<file path="src/rtl/stripe_pattern_detector.sv">
// -----------------------------------------------------------------------------
// stripe_pattern_detector
//   Streaming zebra-crossing detector. Each accepted pixel is binarised
//   against a per-frame threshold and forwarded downstream as all-ones (white)
//   or zero (black). White run lengths are measured per row. Runs of
//   MIN_RUN..MAX_RUN pixels count as stripes, and rows with at least
//   MIN_STRIPES stripes count as stripe rows. Frame statistics and the
//   crossing decision are reported once per frame.
//
// Optional build macro: PATTERN_SOF_EN
//   Adds the x_sof input. An accepted pixel with x_sof=1 restarts the frame
//   at (0,0), and the partial frame is dropped without a report.
//
// Ports
//   clk, rst_n          clock, asynchronous active-low reset
//   x_valid/x_ready     input pixel handshake (x_ready = !y_valid || y_ready)
//   x_data              input pixel
//   threshold           binarisation threshold, sampled on each frame's first pixel
//   x_sof               start-of-frame marker (PATTERN_SOF_EN builds only)
//   y_valid/y_ready     binarised pixel handshake, one register stage
//   y_data              binarised pixel, all-ones for white, else 0
//   detection_valid     one-cycle pulse when the frame results update
//   crossing_detected   held frame decision (stripe rows >= MIN_ROWS)
//   white_count         white pixels in the last frame
//   stripe_rows         stripe rows in the last frame
//   max_stripes         largest per-row stripe count in the last frame
// -----------------------------------------------------------------------------
module stripe_pattern_detector #(
  parameter int unsigned IMG_WIDTH   = 640,
  parameter int unsigned IMG_HEIGHT  = 480,
  parameter int unsigned W           = 8,
  parameter int unsigned MIN_RUN     = 8,
  parameter int unsigned MAX_RUN     = 128,
  parameter int unsigned MIN_STRIPES = 3,
  parameter int unsigned MIN_ROWS    = 20,
  localparam int unsigned WCW        = $clog2(IMG_WIDTH*IMG_HEIGHT+1),
  localparam int unsigned SRW        = $clog2(IMG_HEIGHT+1)
) (
  input  logic           clk,
  input  logic           rst_n,
  input  logic           x_valid,
  output logic           x_ready,
  input  logic [W-1:0]   x_data,
  input  logic [W-1:0]   threshold,
`ifdef PATTERN_SOF_EN
  input  logic           x_sof,
`endif
  output logic           y_valid,
  input  logic           y_ready,
  output logic [W-1:0]   y_data,
  output logic           detection_valid,
  output logic           crossing_detected,
  output logic [WCW-1:0] white_count,
  output logic [SRW-1:0] stripe_rows,
  output logic [7:0]     max_stripes
);

  localparam int unsigned CW  = (IMG_WIDTH  > 1) ? $clog2(IMG_WIDTH)  : 1;
  localparam int unsigned RW  = (IMG_HEIGHT > 1) ? $clog2(IMG_HEIGHT) : 1;
  localparam int unsigned RLW = $clog2(MAX_RUN+2);

  localparam logic [CW-1:0]  COL_LAST = CW'(IMG_WIDTH-1);
  localparam logic [RW-1:0]  ROW_LAST = RW'(IMG_HEIGHT-1);
  localparam logic [RLW-1:0] RUN_SAT  = RLW'(MAX_RUN+1);
  localparam logic [RLW-1:0] RUN_MIN  = RLW'(MIN_RUN);
  localparam logic [RLW-1:0] RUN_MAX  = RLW'(MAX_RUN);
  localparam logic [7:0]     STR_MIN  = 8'(MIN_STRIPES);
  localparam logic [7:0]     STR_SAT  = 8'hFF;
  localparam logic [SRW-1:0] ROWS_MIN = SRW'(MIN_ROWS);

  localparam logic [1:0] S_IDLE   = 2'd0;
  localparam logic [1:0] S_ACTIVE = 2'd1;
  localparam logic [1:0] S_REPORT = 2'd2;

  // State and datapath registers
  logic [1:0]     r_state;
  logic [CW-1:0]  r_col;
  logic [RW-1:0]  r_row;
  logic [RLW-1:0] r_run;
  logic [7:0]     r_row_str;
  logic [W-1:0]   r_thr;
  logic [WCW-1:0] r_white_acc;
  logic [SRW-1:0] r_srows_acc;
  logic [7:0]     r_max_acc;

  // Output registers
  logic           r_y_valid;
  logic [W-1:0]   r_y_data;
  logic           r_det_valid;
  logic           r_crossing;
  logic [WCW-1:0] r_white_cnt;
  logic [SRW-1:0] r_stripe_rows;
  logic [7:0]     r_max_stripes;

  // Combinational next values
  logic [1:0]     w_state_nxt;
  logic           w_acc;
  logic           w_sof;
  logic           w_first;
  logic           w_white;
  logic           w_row_end;
  logic           w_frame_end;
  logic           w_close;
  logic           w_stripe;
  logic [W-1:0]   w_thr;
  logic [CW-1:0]  w_col;
  logic [CW-1:0]  w_col_nxt;
  logic [RW-1:0]  w_row;
  logic [RW-1:0]  w_row_nxt;
  logic [RLW-1:0] w_run;
  logic [RLW-1:0] w_run_inc;
  logic [RLW-1:0] w_run_len;
  logic [RLW-1:0] w_run_nxt;
  logic [7:0]     w_row_str;
  logic [7:0]     w_row_str_upd;
  logic [7:0]     w_row_str_nxt;
  logic [WCW-1:0] w_white_acc;
  logic [WCW-1:0] w_white_nxt;
  logic [SRW-1:0] w_srows_acc;
  logic [SRW-1:0] w_srows_nxt;
  logic [7:0]     w_max_acc;
  logic [7:0]     w_max_nxt;

  assign x_ready           = !r_y_valid || y_ready;
  assign y_valid           = r_y_valid;
  assign y_data            = r_y_data;
  assign detection_valid   = r_det_valid;
  assign crossing_detected = r_crossing;
  assign white_count       = r_white_cnt;
  assign stripe_rows       = r_stripe_rows;
  assign max_stripes       = r_max_stripes;

  // Per-pixel datapath: position, binarisation, run and row bookkeeping
  always_comb begin
    w_sof = 1'b0;
`ifdef PATTERN_SOF_EN
    w_sof = x_sof;
`endif
    w_acc   = x_valid && x_ready;
    // A start-of-frame marker behaves as if the counters were already at (0,0)
    // with empty accumulators, so the partial frame simply vanishes.
    w_col       = w_sof ? '0 : r_col;
    w_row       = w_sof ? '0 : r_row;
    w_run       = w_sof ? '0 : r_run;
    w_row_str   = w_sof ? '0 : r_row_str;
    w_white_acc = w_sof ? '0 : r_white_acc;
    w_srows_acc = w_sof ? '0 : r_srows_acc;
    w_max_acc   = w_sof ? '0 : r_max_acc;

    w_first     = (w_col == '0) && (w_row == '0);
    // The first pixel of a frame is compared against the freshly sampled threshold
    w_thr       = w_first ? threshold : r_thr;
    w_white     = (x_data >= w_thr);
    w_row_end   = (w_col == COL_LAST);
    w_frame_end = w_row_end && (w_row == ROW_LAST);

    w_col_nxt = w_row_end ? '0 : w_col + CW'(1);
    w_row_nxt = w_row;
    if (w_row_end) begin
      w_row_nxt = w_frame_end ? '0 : w_row + RW'(1);
    end

    // Saturating at MAX_RUN+1 keeps over-long runs out of the stripe window
    w_run_inc = (w_run == RUN_SAT) ? RUN_SAT : w_run + RLW'(1);
    // At row end a white pixel is part of the run being closed
    w_run_len = w_white ? w_run_inc : w_run;
    w_close   = (!w_white && (w_run != '0)) || w_row_end;
    w_stripe  = w_close && (w_run_len >= RUN_MIN) && (w_run_len <= RUN_MAX);
    w_run_nxt = w_close ? '0 : w_run_len;

    w_row_str_upd = w_row_str;
    if (w_stripe && (w_row_str != STR_SAT)) begin
      w_row_str_upd = w_row_str + 8'd1;
    end
    w_row_str_nxt = w_row_end ? '0 : w_row_str_upd;

    w_white_nxt = w_white_acc + WCW'(w_white);
    w_srows_nxt = w_srows_acc;
    w_max_nxt   = w_max_acc;
    if (w_row_end) begin
      if (w_row_str_upd >= STR_MIN) begin
        w_srows_nxt = w_srows_acc + SRW'(1);
      end
      if (w_row_str_upd > w_max_acc) begin
        w_max_nxt = w_row_str_upd;
      end
    end
  end

  // Frame FSM next state; a pixel taken during REPORT opens the next frame
  always_comb begin
    w_state_nxt = r_state;
    if (w_acc && w_frame_end) begin
      w_state_nxt = S_REPORT;
    end else if (w_acc) begin
      w_state_nxt = S_ACTIVE;
    end else if (r_state == S_REPORT) begin
      w_state_nxt = S_IDLE;
    end
  end

  // Frame FSM state register
  always_ff @(posedge clk or negedge rst_n) begin
    if (!rst_n) begin
      r_state <= S_IDLE;
    end else begin
      r_state <= w_state_nxt;
    end
  end

  // Counters, accumulators and frame report
  always_ff @(posedge clk or negedge rst_n) begin
    if (!rst_n) begin
      r_col         <= '0;
      r_row         <= '0;
      r_run         <= '0;
      r_row_str     <= '0;
      r_thr         <= '0;
      r_white_acc   <= '0;
      r_srows_acc   <= '0;
      r_max_acc     <= '0;
      r_det_valid   <= 1'b0;
      r_crossing    <= 1'b0;
      r_white_cnt   <= '0;
      r_stripe_rows <= '0;
      r_max_stripes <= '0;
    end else begin
      r_det_valid <= 1'b0;
      if (w_acc) begin
        r_col     <= w_col_nxt;
        r_row     <= w_row_nxt;
        r_run     <= w_run_nxt;
        r_row_str <= w_row_str_nxt;
        if (w_first) begin
          r_thr <= threshold;
        end
        if (w_frame_end) begin
          // Report includes the final pixel; accumulators restart empty
          r_white_cnt   <= w_white_nxt;
          r_stripe_rows <= w_srows_nxt;
          r_max_stripes <= w_max_nxt;
          r_crossing    <= (w_srows_nxt >= ROWS_MIN);
          r_det_valid   <= 1'b1;
          r_white_acc   <= '0;
          r_srows_acc   <= '0;
          r_max_acc     <= '0;
        end else begin
          r_white_acc <= w_white_nxt;
          r_srows_acc <= w_srows_nxt;
          r_max_acc   <= w_max_nxt;
        end
      end
    end
  end

  // Binarised output stage; held stable while downstream stalls
  always_ff @(posedge clk or negedge rst_n) begin
    if (!rst_n) begin
      r_y_valid <= 1'b0;
      r_y_data  <= '0;
    end else if (x_ready) begin
      r_y_valid <= w_acc;
      if (w_acc) begin
        r_y_data <= {W{w_white}};
      end
    end
  end

endmodule
</file>
<file path="config.mk">
export PLATFORM = sky130hd
export DESIGN_NAME = stripe_pattern_detector
export DESIGN_NICKNAME = d
export VERILOG_FILES = /design/src/rtl/stripe_pattern_detector.sv
export SDC_FILE = /design/constraint.sdc
export NUM_CORES = 1
export LEC_CHECK = 0
export CAP_MARGIN = 20
export CORE_AREA = 3 3 133 122
export CTS_CLUSTER_DIAMETER = 30
export DETAILED_ROUTE_END_ITERATION = 7
export DIE_AREA = 0 0 136 125
export MAX_ROUTING_LAYER = met4
export PLACE_DENSITY = 0.77
export REMOVE_ABC_BUFFERS = 1
export SLEW_MARGIN = 0
export SYNTH_ARGS = -nofsm -noshare
export SYNTH_HDL_FRONTEND = slang
export SYNTH_SLANG_ARGS = --single-unit
</file>
<file path="constraint.sdc">
create_clock -name clk -period 18.7 [get_ports clk]
set_input_delay 3.74 -clock clk [delete_from_list [all_inputs] [get_ports clk]]
set_output_delay 3.74 -clock clk [all_outputs]
set_load 0.05 [all_outputs]
</file>
==> metrics.md, run 1 <==
| Metric | Value |
|---|---|
| H-tree levels | `4` |
| R2r setup slk | `between 10000 and 15000 ps` |
| Met1 Track Usage GR | `24.9%` |
| Worst EP required | `19000 ps` |
| Worst Hold Margin | `475 ps` |
| # DRC | `0` |
| Vias in the first global route | `between 5k and 6k` |
| Yosys warns | `0` |
| Hold Fails Final Rpt | `0` |
| Routed Antenna Nets | `0` |
| Asr flop ratio synth | `between 90% and 100%` |
| HP Class | `reg2reg` |
| I/O Buffers | `67` |
| Wire per inst | `14.7 um` |
| CTS tree | `built` |
| Starting Density | `between 40 and 50%` |
| DR vias/cell | `5.42` |
| Crit end category | `register` |
| Post-layout instance area | `roughly 8000 um^2` |
| R2R cell count | `22` |
| Die Span Y | `125 um` |
| Reg-to-reg startpoint | `r_col[3]$_DFFE_PN0P_` |
| Reg-to-reg endpoint | `r_max_acc[4]$_DFFE_PN0P_` |
| Slew Limit Headroom | `33.1%` |
| Routed Wire Length | `around 15000 um` |
| Post-DP HPWL | `9750 um` |
| WHS Path Cells | `2` |
| Setup CP Type | `in2reg` |
| N_diodes | `0` |
| CTS clk-pin slew, worst paths | `60 ps` |
| Layout area overhead | `20.7%` |
| Hold_buf cts | `0` |
| Max Cap Viol | `0` |
| Footprint of the multi-input gates | `3420 um^2` |
| Crit start category | `input pin` |
| WHS Endpoint | `white_count[11]$_DFFE_PN0P_` |
| Outcome | `completed` |
| Initial antenna violation count | `0` |
| Peak Freq | `108 MHz` |
| Insertion delay to the later sink of the worst-skew pair | `420 ps` |
| DR iter-0 viols | `426` |
| First-pass GRT wire length | `about 25000 um` |
| Reg area | `about 3000 um^2` |
| Final setup viols | `0` |
| Cells after synthesis | `737` |
| Largest net degree at the start of global routing | `73` |
| Worst-Margin Slew | `between 900 and 1000 ps` |
| PwrDens | `90.4 nW/um^2` |
| Post-Place Cells | `968` |
| Most common cell after layout, fill and taps aside | `nand2_1` |
| Peak supply drop | `68.2 uV` |
| Layout cells sized above 1 | `7.11%` |
| Layout Skew | `6.65 ps` |
| RSZ-0062 raised after global routing | `no` |
| Commonest cells after routing, fill and taps aside | `nand2_1 (129), dfrtp_1 (119), o21ai_0 (109), clkdlybuf4s50_1 (66), nor2_1 (32)` |
| Post-synth EDFFs | `0` |
| Vias | `~5.4k` |
| Seq/Total Area, Yosys | `44.7%` |
| Leakage | `3.40 nW` |
| Met3 Resource Use GR | `4.66%` |
| Total die area | `roughly 17000 um^2` |
| Minimum clock period | `between 9000 and 10000 ps` |
| Crit path arrival time | `9560 ps` |
| # IOs | `68` |
| Num Clock Sinks | `119` |
| Largest stage delay, worst path | `760 ps` |
| GRT Total Usage | `18.7%` |
| CP Max Fanout | `13` |
| Synth cell types | `54` |
| CP Cell Sequence | `clkdlybuf4s50_1, mux2_2, ha_1, nand2b_1, a2111o_1, a21oi_4, inv_2, a31o_1, a22oi_4, mux2i_2, nor2_1, and3_1, xor2_1, ha_1, nand4_1, o21ai_0, nor2_1, o21ai_1, a22o_1` |
| Crit share post-route | `49.5%` |
| GR met2 Demand/Resource | `between 20 and 30%` |
| Post-synth top area share | `44.7%` |
| Post-CTS sizing | `0` |
| Non-Filler Instances | `1000` |
| Fillers | `approximately 1.4k` |
| GR peak layer | `met2` |
| # rows | `42` |
| Critical-path top delay cell | `nor2_1` |
| Final setup TNS | `0 ps` |
| Clk root buf | `clkbuf_16` |
| Total Power Consumption | `728 uW` |
| Top cells by area, synth | `dfrtp_1 (45%), o21ai_0 (8.3%), nand2_1 (7.3%)` |
| First-pass DRT Iterations | `5` |
| Post-synth top area cell | `dfrtp_1` |
| Overflow after GRT | `0` |
| Placement Cell Area | `~7500 um^2` |
| Most used flip-flop cell after synthesis | `dfrtp_1` |
| Avg Inst Size Synth | `9.05 um^2` |
| Core box area | `between 10000 and 15000 um^2` |
| Inserted Clock Buffers | `17` |
| Hold Crit Start | `white_count[11]$_DFFE_PN0P_` |
| Post-CTS Setup Bufs | `0` |
| Clock Tree Buf Depth | `2` |
| Layout net count | `836` |
| Slew Limit Fails | `0` |
| FF+latch count, synth | `119` |
| Gpl congestion | `roughly 0.88` |
| Post-synthesis cell area | `6670 um^2` |
| Die W | `about 140 um` |
==> power by group <==
group	leakage [nW]	switching (mW)	internal [mW]
clock network	0.283	0.118	0.208
logic	1.50	0.0668	0.0424
registers	1.61	0.0203	0.272
total	3.40	0.206	0.522
==> stage by stage <==
stage                     util [%]  setup WS [ps]
after floorplan                  -          10240
after global placement        50.3           9280
after detailed placement      50.3           9150
after CTS                     54.3           9500
after global routing          54.3           9120
final                         54.3           9440
==> critical path: cells and delay by family <==
kind	cells	cell delay, ps
AO/OA/AOI/OAI	7	2150
multiplexers	2	820
AND/OR/NAND/NOR	5	1490
adder cells (fa/ha/maj)	2	560
XOR/XNOR	1	240
buffers and inverters	2	540
==> area by class of cell <==
| type | count | area share [%] |
|---|---|---|
| Sequential cell | 119 | 37.0 |
| Multi-Input combinational cell | 552 | 42.5 |
| Inverter | 25 | 1.17 |
| Timing Repair Buffer | 74 | 8.95 |
| Clock inverter | 13 | 1.93 |
| Clock buffer | 19 | 5.38 |
| Tap cell | 198 | 3.08 |
==> per-layer routing <==
layer	part of all wire, %	vias to the layer above
li1	-	2687
met4	1.3	0
met1	49	2581
met5	0	-
met3	4.6	18
met2	45	132
==> Yosys cell counts (7+ instances only) <==
| master | instances |
|---|---|
| a22o_1 | 13 |
| xor2_1 | 19 |
| buf_4 | 7 |
| inv_1 | 23 |
| nand4_1 | 13 |
| nor3_1 | 13 |
| xnor2_1 | 31 |
| nor2_1 | 32 |
| o21ai_1 | 8 |
| clkbuf_1 | 29 |
| nand3_1 | 23 |
| and3_1 | 22 |
| a21oi_1 | 14 |
| o31ai_1 | 9 |
| dfrtp_1 | 119 |
| mux2i_1 | 16 |
| o21ai_0 | 110 |
| ha_1 | 27 |
| nand2_1 | 129 |
| a211oi_1 | 7 |
==> how the worst max path moves through the flow <==
| stage | startpoint | endpoint | slack [ps] | cells past startpoint |
|---|---|---|---|---|
| 2_1_floorplan | threshold[0] | r_max_acc[0]$_DFFE_PN0P_ | 10240 | 20 |
| 3_3_place_gp | threshold[0] | r_max_acc[4]$_DFFE_PN0P_ | 9280 | 21 |
| 3_5_place_dp | threshold[0] | r_max_acc[6]$_DFFE_PN0P_ | 9150 | 21 |
| 4_1_cts | threshold[0] | r_max_acc[4]$_DFFE_PN0P_ | 9500 | 19 |
| 5_1_grt | threshold[0] | r_max_acc[4]$_DFFE_PN0P_ | 9120 | 19 |
| 6_report | threshold[0] | r_max_acc[4]$_DFFE_PN0P_ | 9440 | 19 |
==> flip-flops by register name, indices dropped and copies added, names as in the netlist, 8 cells and up <==
| register | count |
|---|---|
| r_white_acc | 19 |
| r_thr | 8 |
| r_max_acc | 8 |
| r_row_str | 8 |
| r_row | 9 |
| r_run | 8 |
| white_count | 19 |
| r_srows_acc | 9 |
| stripe_rows | 9 |
| r_col | 10 |
| max_stripes | 8 |
==> kinds of logic (layout without fill, tap and decap cells) <==
kind of cell | count (synthesis) | in the layout | synth area share (%)
mux | 23 | 23 | 3.72
fa+ha+maj | 27 | 27 | 5.07
buf+inv | 66 | 131 | 4.19
xor+xnor | 51 | 51 | 6.81
flops | 119 | 119 | 44.7
compound gates | 187 | 187 | 17.2
simple gates | 264 | 264 | 18.3
Power figures use the tool's default switching activity.
==> run 2: changes to the inputs <==
==> constraint.sdc (replaced) <==
create_clock -name clk -period 9.7 [get_ports clk]
set_input_delay 1.94 -clock clk [delete_from_list [all_inputs] [get_ports clk]]
set_output_delay 1.94 -clock clk [all_outputs]
set_load 0.05 [all_outputs]
==> run 2 against run 1 <==
Via count is essentially flat. First-iteration DRC count shrank 4.2%. Wire length grew 0.31%. Die area is the same. Hold slack lost 2.6 ps. Worst setup slack lost 7200 ps. Global-route usage shrank 0.12 points. Critical path depth is the same. Critical path type unchanged. Largest cell class unchanged.
==> metrics.md, run 2 (synthesized netlist as in run 1, its figures left out) <==
| Metric | Value |
|---|---|
| Outcome | `completed (unchanged)` |
| Hold Fails Final Rpt | `0 (unchanged)` |
| Critical-path top delay cell | `nor2_1 (unchanged)` |
| CP Cell Sequence | `clkdlybuf4s50_1, mux2_2, ha_1, nand2b_1, a2111o_1, a21oi_4, inv_2, a31o_1, a22oi_4, mux2i_2, nor2_1, and3_1, xor2_1, ha_1, nand4_1, o21ai_0, nor2_1, o21ai_1, a22o_1 (unchanged)` |
| Layout net count | `836 (unchanged)` |
| Largest stage delay, worst path | `800 ps (was 760 ps)` |
| GRT Total Usage | `18.6% (was 18.7%)` |
| CP Max Fanout | `13 (unchanged)` |
| Post-layout instance area | `8050 um^2 (about the same)` |
| Final setup viols | `0 (unchanged)` |
| Worst path depth | `19 (unchanged)` |
| Vias in the first global route | `5207 (was 5315)` |
| H-tree levels | `4 (unchanged)` |
| Total die area | `17000 um^2 (unchanged)` |
| Layout area overhead | `20.7% (about the same)` |
| Inserted Clock Buffers | `17 (unchanged)` |
| Final setup TNS | `0 ps (unchanged)` |
| Overflow after GRT | `0 (unchanged)` |
| Cell Int Power | `1.02 mW (was 522 uW)` |
| First-pass GRT wire length | `25200 um (was 25400 um)` |
| DR iter-0 viols | `408 (was 426)` |
| Post-CTS sizing | `0 (unchanged)` |
| Post-DP HPWL | `9910 um (was 9750 um)` |
| Crit share post-route | `76.8%` |
| Max Cap Viol | `0 (unchanged)` |
| Clock group share of total power | `44.9% (about the same)` |
| Reg area | `2980 um^2 (unchanged)` |
| Initial antenna violation count | `0 (unchanged)` |
| Most common cell after layout, fill and taps aside | `nand2_1 (unchanged)` |
| Switching Fraction | `27.5% (was 28.2%)` |
| Crit start category | `input pin (unchanged)` |
| Die W | `136 um (unchanged)` |
| Core box area | `14800 um^2 (unchanged)` |
| Vias | `5420 (was 5418)` |
| PwrDens | `174 nW/um^2 (was 90.4 nW/um^2)` |
| Layout Skew | `9.63 ps (was 6.65 ps)` |
| Non-Filler Instances | `998 (was 1000)` |
| Largest net degree at the start of global routing | `80 (was 73)` |
| Minimum clock period | `7450 ps` |
| Footprint of the multi-input gates | `3420 um^2 (unchanged)` |
| Top Family by Delay on Critical Path | `compound AO/OA/AOI/OAI gates (unchanged)` |
| Num Clock Sinks | `119 (unchanged)` |
| Fillers | `1342 (was 1368)` |
| Wire per inst | `14.7 um (about the same)` |
| RSZ-0062 raised after global routing | `no (unchanged)` |
| Clk root buf | `clkbuf_16 (unchanged)` |
| Die Span Y | `125 um (unchanged)` |
| Slew Limit Fails | `0 (unchanged)` |
| Hold_buf cts | `0 (unchanged)` |
| Leakage | `3.40 nW (about the same)` |
| CTS tree | `built (unchanged)` |
| Insertion delay to the later sink of the worst-skew pair | `420 ps (about the same)` |
| Switch Pwr | `385 uW (was 206 uW)` |
| Worst EP required | `10000 ps (was 19000 ps)` |
| Layout cells sized above 1 | `6.88% (was 7.11%)` |
| Placement Cell Area | `7460 um^2 (unchanged)` |
| Crit path arrival time | `7750 ps (was 9560 ps)` |
| # DRC | `0 (unchanged)` |
| Worst-Margin Slew | `998 ps (was 995 ps)` |
| Gpl congestion | `0.891 (was 0.882)` |
| I/O Buffers | `67 (unchanged)` |
| Routed Antenna Nets | `0 (unchanged)` |
| Sequential power share | `40.1% (about the same)` |
| Routed Wire Length | `14700 um (about the same)` |
| Crit end category | `register (unchanged)` |
| Starting Density | `45.0% (unchanged)` |
| Setup CP Type | `in2reg (unchanged)` |
| Peak Freq | `134 MHz` |
| Clock Tree Buf Depth | `2 (unchanged)` |
| Slew Limit Headroom | `33.0% (was 33.1%)` |
| # IOs | `68 (unchanged)` |
| First-pass DRT Iterations | `5 (unchanged)` |
| WHS Path Cells | `2 (unchanged)` |
| DR vias/cell | `5.43 (was 5.42)` |
| Comb power frac | `15.0% (about the same)` |
| Post-CTS Setup Bufs | `0 (unchanged)` |
| Total Power Consumption | `1.40 mW (was 728 uW)` |
| HP Class | `reg2reg (unchanged)` |
| Buf/Inv on CP | `2 (unchanged)` |
| N_diodes | `0 (unchanged)` |
| CTS clk-pin slew, worst paths | `50 ps (was 60 ps)` |
| Post-Place Cells | `968 (unchanged)` |
| # rows | `42 (unchanged)` |
| Peak supply drop | `132 uV (was 68.2 uV)` |
| R2R cell count | `22 (unchanged)` |
| Commonest cells after routing, fill and taps aside | `nand2_1 (129), dfrtp_1 (119), o21ai_0 (109), clkdlybuf4s50_1 (66), nor2_1 (32) (unchanged)` |
[run 2: power groups by stage]
| stage | Combinational, mW | Clock [mW] | Sequential (mW) |
|---|---|---|---|
| after CTS | 0.211 | 0.641 | 0.562 |
| after global routing | 0.237 | 0.660 | 0.568 |
| after detailed placement | 0.209 | 0 | 0.570 |
| final | 0.210 | 0.630 | 0.563 |
| after floorplan | 0.119 | 0 | 0.585 |
| after global placement | 0.206 | 0 | 0.569 |
[run 2: metrics by stage]
| stage | hold WS, ps | worst slack (ps) | util, % |
|---|---|---|---|
| floorplan | 442 | 2910 | - |
| global placement | 459 | 2110 | 50.3 |
| detailed placement | 461 | 1880 | 50.3 |
| CTS | 478 | 2300 | 54.3 |
| global route | 493 | 1810 | 54.3 |
| finish | 473 | 2250 | 54.3 |
[run 2: per-layer routing]
metal	up-vias	share of wire (%)	global-route usage [%]
met5	-	0	-
met4	0	1.1	6.16
met3	15	4.1	4.06
met2	134	45	27.9
met1	2577	49	25.1
li1	2694	-	-
[run 2: cell type report]
class | instances | area share, %
clock buffer | 21 | 5.72
clock inverter | 9 | 1.57
inverter | 25 | 1.17
multi-input combinational | 552 | 42.5
sequential | 119 | 37.0
tap | 198 | 3.08
timing repair buffer | 74 | 8.96
[run 2: final timing paths]
check | startpoint | to | slack [ps]
worst max-delay path | threshold[0] | r_max_acc[0]$_DFFE_PN0P_ | 2250
worst min register to register | white_count[12]$_DFFE_PN0P_ | white_count[12]$_DFFE_PN0P_ | 470
max in group asynchronous | rst_n | white_count[11]$_DFFE_PN0P_ | 6830
worst max register to register | r_row[5]$_DFFE_PN0P_ | r_max_acc[0]$_DFFE_PN0P_ | 2770
min in group asynchronous | rst_n | stripe_rows[1]$_DFFE_PN0P_ | 1510
worst min-delay path | white_count[12]$_DFFE_PN0P_ | white_count[12]$_DFFE_PN0P_ | 470
[run 2: tightest hold or removal path, cell delays in order (launching register included)]
cell	delay (ps)
dfrtp_1	340
nand2_1	40
o21ai_0	60
==> run 3: changes to the inputs <==
==> constraint.sdc (replaced) <==
create_clock -name clk -period 7.35 [get_ports clk]
set_input_delay 1.47 -clock clk [delete_from_list [all_inputs] [get_ports clk]]
set_output_delay 1.47 -clock clk [all_outputs]
set_load 0.05 [all_outputs]
==> run 3 against run 2 <==
Global-route usage up 0.15 points. Worst setup slack worse by 1400 ps. Hold slack better by 2.2 ps. Combinational power up 32%. Non-clock buffer count up 3. Die area unchanged. Final area up 1.2%. Sequential power up 32%. Final cell count up 0.50%. Sequential cell count unchanged.
==> metrics.md, run 3 (synthesized netlist as in run 1, its figures left out) <==
| Metric | Value |
|---|---|
| Outcome | `completed (unchanged)` |
| # rows | `42 (unchanged)` |
| Crit share post-route | `about nine tenths` |
| Comb power frac | `14.3% (was 15.0%)` |
| Setup CP Type | `in2reg (unchanged)` |
| Total Power Consumption | `1.93 mW (was 1.40 mW)` |
| Minimum clock period | `roughly 6500 ps` |
| Routed Antenna Nets | `0 (unchanged)` |
| CTS tree | `built (unchanged)` |
| N_diodes | `0 (unchanged)` |
| CTS clk-pin slew, worst paths | `60 ps (was 50 ps)` |
| Post-DP HPWL | `9870 um (was 9910 um)` |
| DR vias/cell | `5.42 (was 5.43)` |
| Layout cells sized above 1 | `7.45% (was 6.88%)` |
| Cell Int Power | `1.41 mW (was 1.02 mW)` |
| HP Class | `reg2reg (unchanged)` |
| Post-CTS sizing | `0 (unchanged)` |
| Wire per inst | `14.6 um (was 14.7 um)` |
| RSZ-0062 raised after global routing | `no (unchanged)` |
| CP Max Fanout | `13 (unchanged)` |
| Final setup viols | `0 (unchanged)` |
| Vias | `5433 (was 5420)` |
| Sequential power share | `38.5% (was 40.1%)` |
| PwrDens | `237 nW/um^2 (was 174 nW/um^2)` |
| Crit end category | `register (unchanged)` |
| # IOs | `68 (unchanged)` |
| Peak Freq | `154 MHz` |
| Largest net degree at the start of global routing | `73 (was 80)` |
| R2r setup slk | `950 ps (was 2770 ps)` |
| Clock group share of total power | `47.2% (was 44.9%)` |
| Initial antenna violation count | `0 (unchanged)` |
| Die Span Y | `125 um (unchanged)` |
| DR iter-0 viols | `372 (was 408)` |
| Crit start category | `input pin (unchanged)` |
| Layout area overhead | `22.1% (was 20.7%)` |
| H-tree levels | `4 (unchanged)` |
| I/O Buffers | `67 (unchanged)` |
| Vias in the first global route | `5200 (was 5207)` |
| Switching Fraction | `27.1% (was 27.5%)` |
| Num Clock Sinks | `119 (unchanged)` |
| Hold_buf cts | `0 (unchanged)` |
| Crit path arrival time | `6840 ps (was 7750 ps)` |
| Core box area | `14800 um^2 (unchanged)` |
| Switch Pwr | `523 uW (was 385 uW)` |
| Die W | `136 um (unchanged)` |
| # DRC | `0 (unchanged)` |
| Clk root buf | `clkbuf_16 (unchanged)` |
| Most common cell after layout, fill and taps aside | `nand2_1 (unchanged)` |
| Routed Wire Length | `14600 um (was 14700 um)` |
| Layout Skew | `13.3 ps (was 9.63 ps)` |
| Layout net count | `839 (was 836)` |
| Slew Limit Fails | `0 (unchanged)` |
| Clock Tree Buf Depth | `2 (unchanged)` |
| Leakage | `3.45 nW (was 3.40 nW)` |
| Total die area | `17000 um^2 (unchanged)` |
| Overflow after GRT | `0 (unchanged)` |
| Worst-Margin Slew | `781 ps (was 998 ps)` |
| Slew Limit Headroom | `47.9% (was 33.0%)` |
| First-pass GRT wire length | `25200 um (about the same)` |
| Gpl congestion | `0.893 (was 0.891)` |
| Post-CTS Setup Bufs | `0 (unchanged)` |
| GRT Total Usage | `18.8% (was 18.6%)` |
| Peak supply drop | `169 uV (was 132 uV)` |
| Worst EP required | `7700 ps (was 10000 ps)` |
| Max Cap Viol | `0 (unchanged)` |
| Commonest cells after routing, fill and taps aside | `nand2_1 (129), dfrtp_1 (119), o21ai_0 (109), clkdlybuf4s50_1 (66), nor2_1 (32) (unchanged)` |
| Starting Density | `45.0% (unchanged)` |
| Final setup TNS | `0 ps (unchanged)` |
| Inserted Clock Buffers | `17 (unchanged)` |
| Insertion delay to the later sink of the worst-skew pair | `420 ps (about the same)` |
| Hold Fails Final Rpt | `0 (unchanged)` |
| First-pass DRT Iterations | `5 (unchanged)` |
-- run 3: path summary, 6_finish.rpt --
path                                               endpoint                         from  cells past startpoint
worst max-delay path               r_max_acc[4]$_DFFE_PN0P_                 threshold[0]                     21
worst min-delay path            white_count[11]$_DFFE_PN0P_  white_count[11]$_DFFE_PN0P_                      2
worst max register to register     r_max_acc[4]$_DFFE_PN0P_         r_col[2]$_DFFE_PN0P_                     24
worst min register to register  white_count[11]$_DFFE_PN0P_  white_count[11]$_DFFE_PN0P_                      2
max in group asynchronous              r_row[4]$_DFFE_PN0P_                        rst_n                      2
min in group asynchronous        white_count[2]$_DFFE_PN0P_                        rst_n                      1
-- run 3: metrics by stage --
step | hold WS [ps] | util [%] | setup WS [ps] | area (um^2) | std cells
finish | 475 | 54.9 | 862 | 8140 | 1003
detailed placement | 469 | 50.4 | 514 | 7480 | 970
global placement | 459 | 50.4 | 713 | 7480 | 970
CTS | 482 | 54.8 | 917 | 8120 | 1002
global route | 509 | 54.9 | 495 | 8140 | 1003
floorplan | 442 | - | 557 | 6480 | 696
-- run 3: final cells by class --
class,count,area (um^2)
Fill cell,1372,6680
Multi-Input combinational cell,552,3420
Sequential cell,119,2980
Timing Repair Buffer,77,756
Clock buffer,20,447
Tap cell,198,248
Clock inverter,12,199
Inverter,25,93.8
-- run 3: critical path, cell delays in order --
cell and delay, ps:
clkdlybuf4s50_1 390, mux2_2 280, ha_1 260, nand2b_1 130
a2111o_1 470, a21oi_4 360, inv_2 160, a31o_1 270
a22oi_4 220, mux2i_2 350, mux2_2 410, ha_1 300
nor2b_1 140, o21ai_0 150, nand2b_1 70, a21oi_1 140
nor2_1 60, a211oi_1 330, nor2_1 110, o21ai_1 540
a22o_1 230
-- run 3: power by group through the flow --
| stage | clock [mW] | combinational [mW] | sequential [mW] |
|---|---|---|---|
| 4_1_cts | 0.926 | 0.279 | 0.742 |
| 6_report | 0.911 | 0.277 | 0.743 |
| 5_1_grt | 0.957 | 0.310 | 0.750 |
| 3_5_place_dp | 0 | 0.277 | 0.753 |
| 2_1_floorplan | 0 | 0.157 | 0.772 |
| 3_3_place_gp | 0 | 0.273 | 0.751 |
-- run 3: metal layers --
| metal | up-vias | global-route usage, % | part of all wire (%) |
|---|---|---|---|
| li1 | 2711 | - | - |
| met4 | 0 | 4.39 | 0.84 |
| met1 | 2583 | 25.3 | 49 |
| met3 | 11 | 5.22 | 4.9 |
| met5 | - | - | 0 |
| met2 | 128 | 28.3 | 46 |
